**src/rtl/frontpanel_scanner_if.sv**
```systemverilog
// Front-panel scanner bus: lamp data and brightness in, panel pin drives and frame strobe out.
// master = CPU/register side, slave = scanner.
interface frontpanel_scanner_if #(
  parameter int unsigned NCOLORS = 3,
  parameter int unsigned WIDTH   = 12,
  parameter int unsigned NLEDS   = 6
) ();

  localparam int unsigned NGROUPS = NCOLORS * WIDTH / NLEDS;

  logic [NCOLORS*WIDTH-1:0] DATA;
  logic [3:0]               BRIGHT;
  logic [NGROUPS-1:0]       COMMON;
  logic [NLEDS-1:0]         PLED;
  logic                     FRAME;

  modport master (
    output DATA,
    output BRIGHT,
    input  COMMON,
    input  PLED,
    input  FRAME
  );

  modport slave (
    input  DATA,
    input  BRIGHT,
    output COMMON,
    output PLED,
    output FRAME
  );

endinterface

```
**src/rtl/frontpanel_scanner.sv**
```systemverilog
// Time-multiplexed front-panel LED scanner. Walks NGROUPS one-hot commons, each slot preceded by
// a blanking interval, driving NLEDS shared anodes from a snapshot of DATA taken once per frame.
// Optional PWM dimming via BRIGHT is compiled in when FP_DIMMING_EN is defined.
module frontpanel_scanner #(
  parameter int unsigned NCOLORS     = 3,
  parameter int unsigned WIDTH       = 12,
  parameter int unsigned NLEDS       = 6,
  parameter int unsigned PRESCALE    = 1024,
  parameter int unsigned BLANK_TICKS = 1,
  parameter int unsigned ON_TICKS    = 4
) (
  input logic                  CLK,
  input logic                  RESET,
  frontpanel_scanner_if.slave  bus
);

  localparam int unsigned NGROUPS  = NCOLORS * WIDTH / NLEDS;
  localparam int unsigned DW       = NCOLORS * WIDTH;
  localparam int unsigned GW       = (NGROUPS > 1) ? $clog2(NGROUPS) : 1;
  localparam int unsigned MaxTicks = (BLANK_TICKS > ON_TICKS) ? BLANK_TICKS : ON_TICKS;
  localparam int unsigned CW       = (MaxTicks > 1) ? $clog2(MaxTicks) : 1;
  localparam int unsigned PW       = (PRESCALE > 1) ? $clog2(PRESCALE) : 1;

  localparam logic [PW-1:0] PreLast   = PW'(PRESCALE - 1);
  localparam logic [CW-1:0] BlankLast = CW'(BLANK_TICKS - 1);
  localparam logic [CW-1:0] OnLast    = CW'(ON_TICKS - 1);
  localparam logic [GW-1:0] GroupLast = GW'(NGROUPS - 1);

  if ((WIDTH % NLEDS) != 0 || PRESCALE < 1 || BLANK_TICKS < 1 || ON_TICKS < 1) begin : g_bad_params
    $error("frontpanel_scanner: illegal parameters");
  end

  typedef enum logic {StBlank, StDrive} state_e;

  logic [PW-1:0]    r_pre_cnt, w_pre_cnt_next;
  logic [CW-1:0]    r_cnt, w_cnt_next;
  logic [GW-1:0]    r_group, w_group_next;
  state_e           r_state, w_state_next;
  logic [DW-1:0]    r_snapshot;
  logic             w_tick;
  logic             w_capture;

  logic [NGROUPS-1:0] r_common, w_common;
  logic [NLEDS-1:0]   r_pled, w_mapped;
  logic               r_frame;
  logic               w_gate;
  int unsigned        w_base;

  // Prescaler, scan state, group and snapshot registers.
  always_ff @(posedge CLK) begin
    if (RESET) begin
      r_pre_cnt  <= '0;
      r_cnt      <= '0;
      r_group    <= '0;
      r_state    <= StBlank;
      r_snapshot <= '0;
    end else begin
      r_pre_cnt <= w_pre_cnt_next;
      r_cnt     <= w_cnt_next;
      r_group   <= w_group_next;
      r_state   <= w_state_next;
      if (w_capture) begin
        r_snapshot <= bus.DATA;
      end
    end
  end

  // Next-state: the FSM only moves on a prescaler tick; capture on entering DRIVE of group 0.
  always_comb begin
    w_tick         = (r_pre_cnt == PreLast);
    w_pre_cnt_next = w_tick ? '0 : r_pre_cnt + 1'b1;
    w_cnt_next     = r_cnt;
    w_group_next   = r_group;
    w_state_next   = r_state;
    w_capture      = 1'b0;
    if (w_tick) begin
      unique case (r_state)
        StBlank: begin
          if (r_cnt == BlankLast) begin
            w_state_next = StDrive;
            w_cnt_next   = '0;
            w_capture    = (r_group == '0);
          end else begin
            w_cnt_next = r_cnt + 1'b1;
          end
        end
        StDrive: begin
          if (r_cnt == OnLast) begin
            w_state_next = StBlank;
            w_cnt_next   = '0;
            w_group_next = (r_group == GroupLast) ? '0 : r_group + 1'b1;
          end else begin
            w_cnt_next = r_cnt + 1'b1;
          end
        end
        default: begin
          w_state_next = StBlank;
          w_cnt_next   = '0;
        end
      endcase
    end
  end

  // Group decode: channel c, slice s lands at c*WIDTH + s*NLEDS, which equals group*NLEDS
  // because WIDTH is a whole number of slices.
  always_comb begin
    w_common          = '0;
    w_common[r_group] = 1'b1;
    w_base            = 32'(r_group) * NLEDS;
    w_mapped          = r_snapshot[w_base +: NLEDS];
  end

`ifdef FP_DIMMING_EN
  logic [3:0] r_pwm_cnt;

  // Free-running PWM phase counter for brightness gating.
  always_ff @(posedge CLK) begin
    if (RESET) begin
      r_pwm_cnt <= '0;
    end else begin
      r_pwm_cnt <= r_pwm_cnt + 4'd1;
    end
  end

  assign w_gate = (bus.BRIGHT == 4'hF) || (r_pwm_cnt < bus.BRIGHT);
`else
  logic [3:0] w_unused_bright;
  assign w_unused_bright = bus.BRIGHT;
  assign w_gate          = 1'b1;
`endif

  // Pin drives: registered one cycle behind state/group/snapshot; dark during BLANK.
  always_ff @(posedge CLK) begin
    if (RESET) begin
      r_common <= '0;
      r_pled   <= '0;
      r_frame  <= 1'b0;
    end else begin
      r_frame <= w_capture;
      if (r_state == StDrive) begin
        r_common <= w_common;
        r_pled   <= w_gate ? w_mapped : '0;
      end else begin
        r_common <= '0;
        r_pled   <= '0;
      end
    end
  end

  assign bus.COMMON = r_common;
  assign bus.PLED   = r_pled;
  assign bus.FRAME  = r_frame;

endmodule

```
**src/flat_wrapper.sv**
```systemverilog
// flat-port wrapper written by rule: the top's interface ports become plain ports
module frontpanel_scanner_flat 
#(
  parameter int unsigned NCOLORS     = 3,
  parameter int unsigned WIDTH       = 12,
  parameter int unsigned NLEDS       = 6,
  parameter int unsigned PRESCALE    = 1024,
  parameter int unsigned BLANK_TICKS = 1,
  parameter int unsigned ON_TICKS    = 4
)
  (CLK, RESET, bus_DATA, bus_BRIGHT, bus_COMMON, bus_PLED, bus_FRAME);
  frontpanel_scanner_if #(.NCOLORS(NCOLORS), .WIDTH(WIDTH), .NLEDS(NLEDS)) bus_i ();
  input logic CLK;
  input logic RESET;
  input wire logic [$bits(bus_i.DATA)-1:0] bus_DATA;
  input wire logic [$bits(bus_i.BRIGHT)-1:0] bus_BRIGHT;
  output wire logic [$bits(bus_i.COMMON)-1:0] bus_COMMON;
  output wire logic [$bits(bus_i.PLED)-1:0] bus_PLED;
  output wire logic [$bits(bus_i.FRAME)-1:0] bus_FRAME;
  assign bus_i.DATA = bus_DATA;
  assign bus_i.BRIGHT = bus_BRIGHT;
  assign bus_COMMON = bus_i.COMMON;
  assign bus_PLED = bus_i.PLED;
  assign bus_FRAME = bus_i.FRAME;
  frontpanel_scanner #(.NCOLORS(NCOLORS), .WIDTH(WIDTH), .NLEDS(NLEDS), .PRESCALE(PRESCALE), .BLANK_TICKS(BLANK_TICKS), .ON_TICKS(ON_TICKS)) u_core (.CLK(CLK), .RESET(RESET), .bus(bus_i));
endmodule
```
**config.mk**
```make
export PLATFORM = sky130hd
export DESIGN_NAME = frontpanel_scanner_flat
export DESIGN_NICKNAME = d
export VERILOG_FILES = /design/src/rtl/frontpanel_scanner_if.sv /design/src/rtl/frontpanel_scanner.sv /design/src/flat_wrapper.sv
export SDC_FILE = /design/constraint.sdc
export NUM_CORES = 1
export LEC_CHECK = 0
export BUFFER_PORTS_ARGS = -buffer_cell sky130_fd_sc_hd__buf_2
export CAP_MARGIN = 20
export CORE_AREA = 8 8 82 84
export CTS_CLUSTER_SIZE = 25
export DETAILED_ROUTE_END_ITERATION = 7
export DIE_AREA = 0 0 90 92
export GPL_TIMING_DRIVEN = 1
export PLACE_DENSITY = 0.82
export SLEW_MARGIN = 20
export SYNTH_ARGS = -nofsm -noshare
export SYNTH_HDL_FRONTEND = slang
export SYNTH_SLANG_ARGS = --single-unit
```
**constraint.sdc**
```tcl
create_clock -name CLK -period 2.3 [get_ports CLK]
set_clock_uncertainty 0.05 [all_clocks]
set_input_delay 0 -clock CLK [delete_from_list [all_inputs] [get_ports CLK]]
set_output_delay 0 -clock CLK [all_outputs]
set_load 0.01 [all_outputs]
```
# Yosys cells after proc, flatten, opt, wreduce, memory -nomap -nowiden
# Cells that the tools add are included.
dict set report word_totals {
  regBits 65
  wordCells 37
  in_bits 42
}
dict set report op_classes {
  muxes 12
  shift 1
  bitwise 1
  n_lt_le_gt_ge 2
  n_eq_ne 3
  add_sub_neg 3
  mul 1
  reduce_logical 6
}
# cell count
set ops {}
lappend ops {{$shiftx 36x7->6} 1}
lappend ops {{$add 10x1->10 const B} 1}
lappend ops {{$eq 10x10->1 const B} 1}
lappend ops {{$mux 1} 6}
lappend ops {{$mul 3x2->5 const B} 1}
lappend ops {{$lt 3x4->1 const B} 1}
lappend ops {{$mux 2} 2}
lappend ops {{$pmux 2 s2} 1}
lappend ops {{$reduce_or 2->1} 2}
lappend ops {{$add 3x1->3 const B} 1}
lappend ops {{$demux 1 s3} 1}
lappend ops {{$eq 3x3->1 const B} 1}
lappend ops {{$ge 3x1->1 const B} 1}
lappend ops {{$logic_not 3->1} 1}
lappend ops {{$mux 3} 1}
lappend ops {{$reduce_and 3->1} 1}
lappend ops {{$add 2x1->2 const B} 1}
lappend ops {{$eq 2x2->1 const B} 1}
lappend ops {{$logic_not 2->1} 1}
lappend ops {{$pmux 1 s2} 1}
lappend ops {{$logic_and 1x1->1} 1}
lappend ops {{$not 1->1} 1}

# Longest topological paths before layout
dict set report logic_depth {
  word_depth 4
  mapped_depth 7
  mapped_depth_nobuf 5
}

# Worst setup path after synthesis
# OpenSTA, ideal clock, no wires.
dict set report synth_timing {
  path_type {reg-to-reg}
  startpoint {register u_core.r_cnt[0]}
  endpoint {register u_core.r_snapshot[10]}
  setup_ps 72
  t_arrival_ps 1623
  n_path_buf 2
  slack_ps 556
  path_stages_with_launch 8
  path_cell_list {dfxtp_1 -> inv_1 -> ha_1 -> or3b_4 -> nor4_4 -> buf_6 -> buf_12 -> mux2i_1}
}
dict set report synth_via {
  elab_chain_len 4
}
# item line
set synth_lines {}
lappend synth_lines {{start, declared} frontpanel_scanner.sv:36} ;# logic [CW-1:0] r_cnt, w_cnt_next;
lappend synth_lines {{start signal, assigned} frontpanel_scanner.sv:59} ;# r_cnt <= w_cnt_next;
lappend synth_lines {{$logic_not 2->1} frontpanel_scanner.sv:79} ;# if (r_cnt == BlankLast) begin
lappend synth_lines {{$mux 1} frontpanel_scanner.sv:79}
lappend synth_lines {{$mux 1} frontpanel_scanner.sv:77} ;# unique case (r_state)
lappend synth_lines {{$mux 1} frontpanel_scanner.sv:76} ;# if (w_tick) begin
lappend synth_lines {{end signal, assigned} frontpanel_scanner.sv:63} ;# r_snapshot <= bus.DATA;
lappend synth_lines {{end, declared} frontpanel_scanner.sv:39} ;# logic [DW-1:0] r_snapshot;
# Every way passes these cells.
# A chain may end at the register's enable or synchronous reset.

# Worst setup path after layout
dict set report layout_timing {
  startpoint {register u_core.r_cnt[0]}
  endpoint {register u_core.r_snapshot[28]}
}
# Same word-level chain as after synthesis.

==> out/results.txt <==
run status: complete, no violations
Syn Nets: 346
Remaining DRCs: 0
critical path fanouts, max: 36
Final Hold Fails: 0
Total Routed Length: 6850 um
Post-Syn Area: 2890 um^2
post-CTS setup buffers: 0
Post-DRT Antenna Nets: 0
clk sinks: 65
CP Cell Sequence: inv_1 > ha_1 > or3b_4 > nor4_4 > buf_12 > mux2i_1
CP startpoint: u_core.r_cnt[0]
average wire per standard cell: 14.8 um
type of the worst setup path: register to register
# IOs: 55
row cnt: 27
maximum vdd drop: 0.463 mV
Leakage: 1.39 nW
gpl congestion: 0.779
total gr overflow: 0
Buffers & Inverters on Critical Path: 2
Distinct cells, synth: 40
Synth Flop Type: dfxtp_1
YS warnings: 0
Worst Path Arrival: 2.19 ns
final slew viol count: 0
clock power share: 41.8%
share of post-route cells with drive strength above 1: 22.1%
dpl ws: 0.374 ns
Filler Cells Inserted: 394
# Max-Cap Violations: 0
Num CTS Buffers: 9
slowest stage delay, CP: 0.41 ns
gr usage total: 17.1%
simple-gate share of the synthesized area: 21.8%
compound-cell area share of the yosys netlist: 4.55%
Int Pwr: 1.72 mW
worst skew pair latency: 0.34 ns
Die Wd: 90 um
dpl hpwl: 4070 um
initial antenna violation count: 0
CTS tree: built
largest net degree at the start of global routing: 72
XOR/XNOR share of the synthesized area: 0.910%
CP Capture Type: register
CTS max path bufs: 2
routed vias: 2433
Crit path max-delay family: simple AND/OR/NAND/NOR gates
Syn Area/Cell: 9.63 um^2
post-synthesis async set-or-reset flop share: 0%
Syn Inst Count: 300
area growth from synthesis to final layout: 29.2%
Yosys reg bits: 65
Slew HR: 51.7%
Final Critical Period: 1.98 ns
drt pass-1 iters: 4
core area: 5410 um^2
Sw Share: 21.7%
port bufs: 50
Setup WS post-layout: 0.325 ns
H-tree levels: 3
DRT iter0 DRCs: 202
synthesized-area fraction occupied by adder cells: 1.73%
Hold Path Class: input port to register
period utilization: 85.9%
slowest CP cell: or3b_4
post_cts resized: 0
area of all placed cells without fillers: 3730 um^2
Seq pwr share: 51.8%
largest family of logic cells by synthesized area: simple AND/OR/NAND/NOR gates
CTS clk-pin slew, worst paths: 0.07 ns
via-per-instance ratio: 5.27
EDFF count, synth: 0
nets@finish: 431
mux contribution to synthesized area: 20.7%
Die ar.: 8280 um^2
clock root buffer: clkbuf_8
number of global-route vias before repair: 2498
initial core utilization: 53.4%
dpl cell area: 3170 um^2
Max Clock Freq: 506 MHz
Die H: 92 um
CP required: 2.51 ns
startpoint types: register
sequential cell area fraction in the yosys report: 45.1%
FF-to-FF Start: u_core.r_cnt[0]
first-pass GRT wire length: 11600 um
Gate power share: 6.4%
unrepaired setup endpoints after global routing: false
worst slew pin tran: 0.723 ns
Hold Crit Start: bus_DATA[9]
Final setup violation count: 0
Psw: 0.475 mW
antenna fix cells: 0
power per cell area: 587 nW/um^2
Setup TNS: 0 ns
cells in the mapped netlist (all sizes together) (4+ instances only):
library cell / instances / area (um^2)
mux2i: 44 / 440
ha: 4 / 50.1
nor2: 8 / 30.0
clkbuf: 11 / 41.3
mux4: 6 / 135
inv: 6 / 22.5
buf: 8 / 88.8
nand4: 5 / 31.3
nor3: 7 / 35.0
dfxtp: 65 / 1300
o21ai: 10 / 50.1
nand3: 11 / 60.1
nand2: 77 / 289
nor4: 4 / 46.3
state kept, by name, summed over array words and instances (netlist names):
name / flops
u_core.r_group: 3
u_core.r_cnt: 2
u_core.bus.COMMON: 6
u_core.r_state: 1
u_core.bus.FRAME: 1
u_core.r_pre_cnt: 10
u_core.bus.PLED: 6
u_core.r_snapshot: 36
layout make-up:
class                      instances  area, um^2  share of cell area (%)
clock inverter                     2        10.0                   0.268
multi-input combinational        210        1430                    38.4
inverter                           6        22.5                   0.604
timing repair buffer              93         691                    18.5
sequential                        65        1300                    34.9
tap                               72        90.1                    2.41
clock buffer                      14         183                    4.90
power by group through the flow:
stage	Sequential, mW	Clock (mW)	Combinational [mW]
after floorplan	1.16	0	0.0451
after global placement	1.16	0	0.0852
after detailed placement	1.16	0	0.0864
after CTS	1.13	0.931	0.134
after global routing	1.13	0.989	0.153
final	1.13	0.916	0.140
cell usage in the layout (no fill, tap or decap), drive strengths merged, types with 3 or more instances in the layout:
| master | count |
|---|---|
| nor3b | 3 |
| dlygate4sd3 | 37 |
| nand2 | 77 |
| nor3 | 7 |
| a21oi | 3 |
| dfxtp | 65 |
| buf | 56 |
| ha | 4 |
| mux4 | 6 |
| o21ai | 10 |
| clkbuf | 14 |
| mux2i | 44 |
| or3 | 3 |
| nor2 | 8 |
| nor4 | 4 |
| nand4 | 5 |
| and4 | 3 |
| inv | 6 |
| nand3 | 11 |
per-layer routing:
layer | up-vias | track usage, % | share of wire, %
li1 | 1212 | - | -
met1 | 1144 | 19.0 | 41
met2 | 69 | 30.1 | 51
met3 | 8 | 4.89 | 6.2
met4 | 0 | 7.49 | 1.5
met5 | - | 0 | 0
timing repair:
| action | CTS | global route |
|---|---|---|
| setup endpoints to repair | 0 | 0 |
| endpoints found under the hold margin | 37 | 0 |
| hold buffers | 37 | 0 |
worst register-to-register path: cells and delay by family (launching register included):
family,cells,cell delay [ns]
adders and majority gates,1,0.17
and+or+nand+nor,2,0.69
muxes,1,0.27
buffers and inverters,2,0.38
DFF,1,0.34
logic make-up (layout without fill, tap and decap cells):
logic type | Yosys count | after routing
AND/OR/NAND/NOR | 130 | 130
adder cells (fa/ha/maj) | 4 | 4
AO/OA/AOI/OAI | 21 | 21
buffers and inverters | 25 | 115
XOR/XNOR | 3 | 3
multiplexers | 52 | 52
flip-flops | 65 | 65
through the flow:
| stage | utilization, % | hold slack, ns | cells | total power, mW |
|---|---|---|---|---|
| after floorplan | - | 0.0921 | 300 | 1.20 |
| after global placement | 58.6 | 0.199 | 409 | 1.24 |
| after detailed placement | 58.6 | 0.204 | 409 | 1.25 |
| after CTS | 69.0 | 0.392 | 462 | 2.20 |
| after global routing | 69.0 | 0.411 | 462 | 2.28 |
| final | 69.0 | 0.405 | 462 | 2.19 |
worst paths after layout:
path	end	slack (ns)	depth (start not counted)
setup / recovery	u_core.r_snapshot[28]	0.32	6
hold / removal	u_core.r_snapshot[9]	0.40	4
setup reg to reg	u_core.r_snapshot[28]	0.32	6
hold reg to reg	u_core.r_snapshot[26]	0.41	2
No activity file was read; power rests on OpenSTA's default activity.
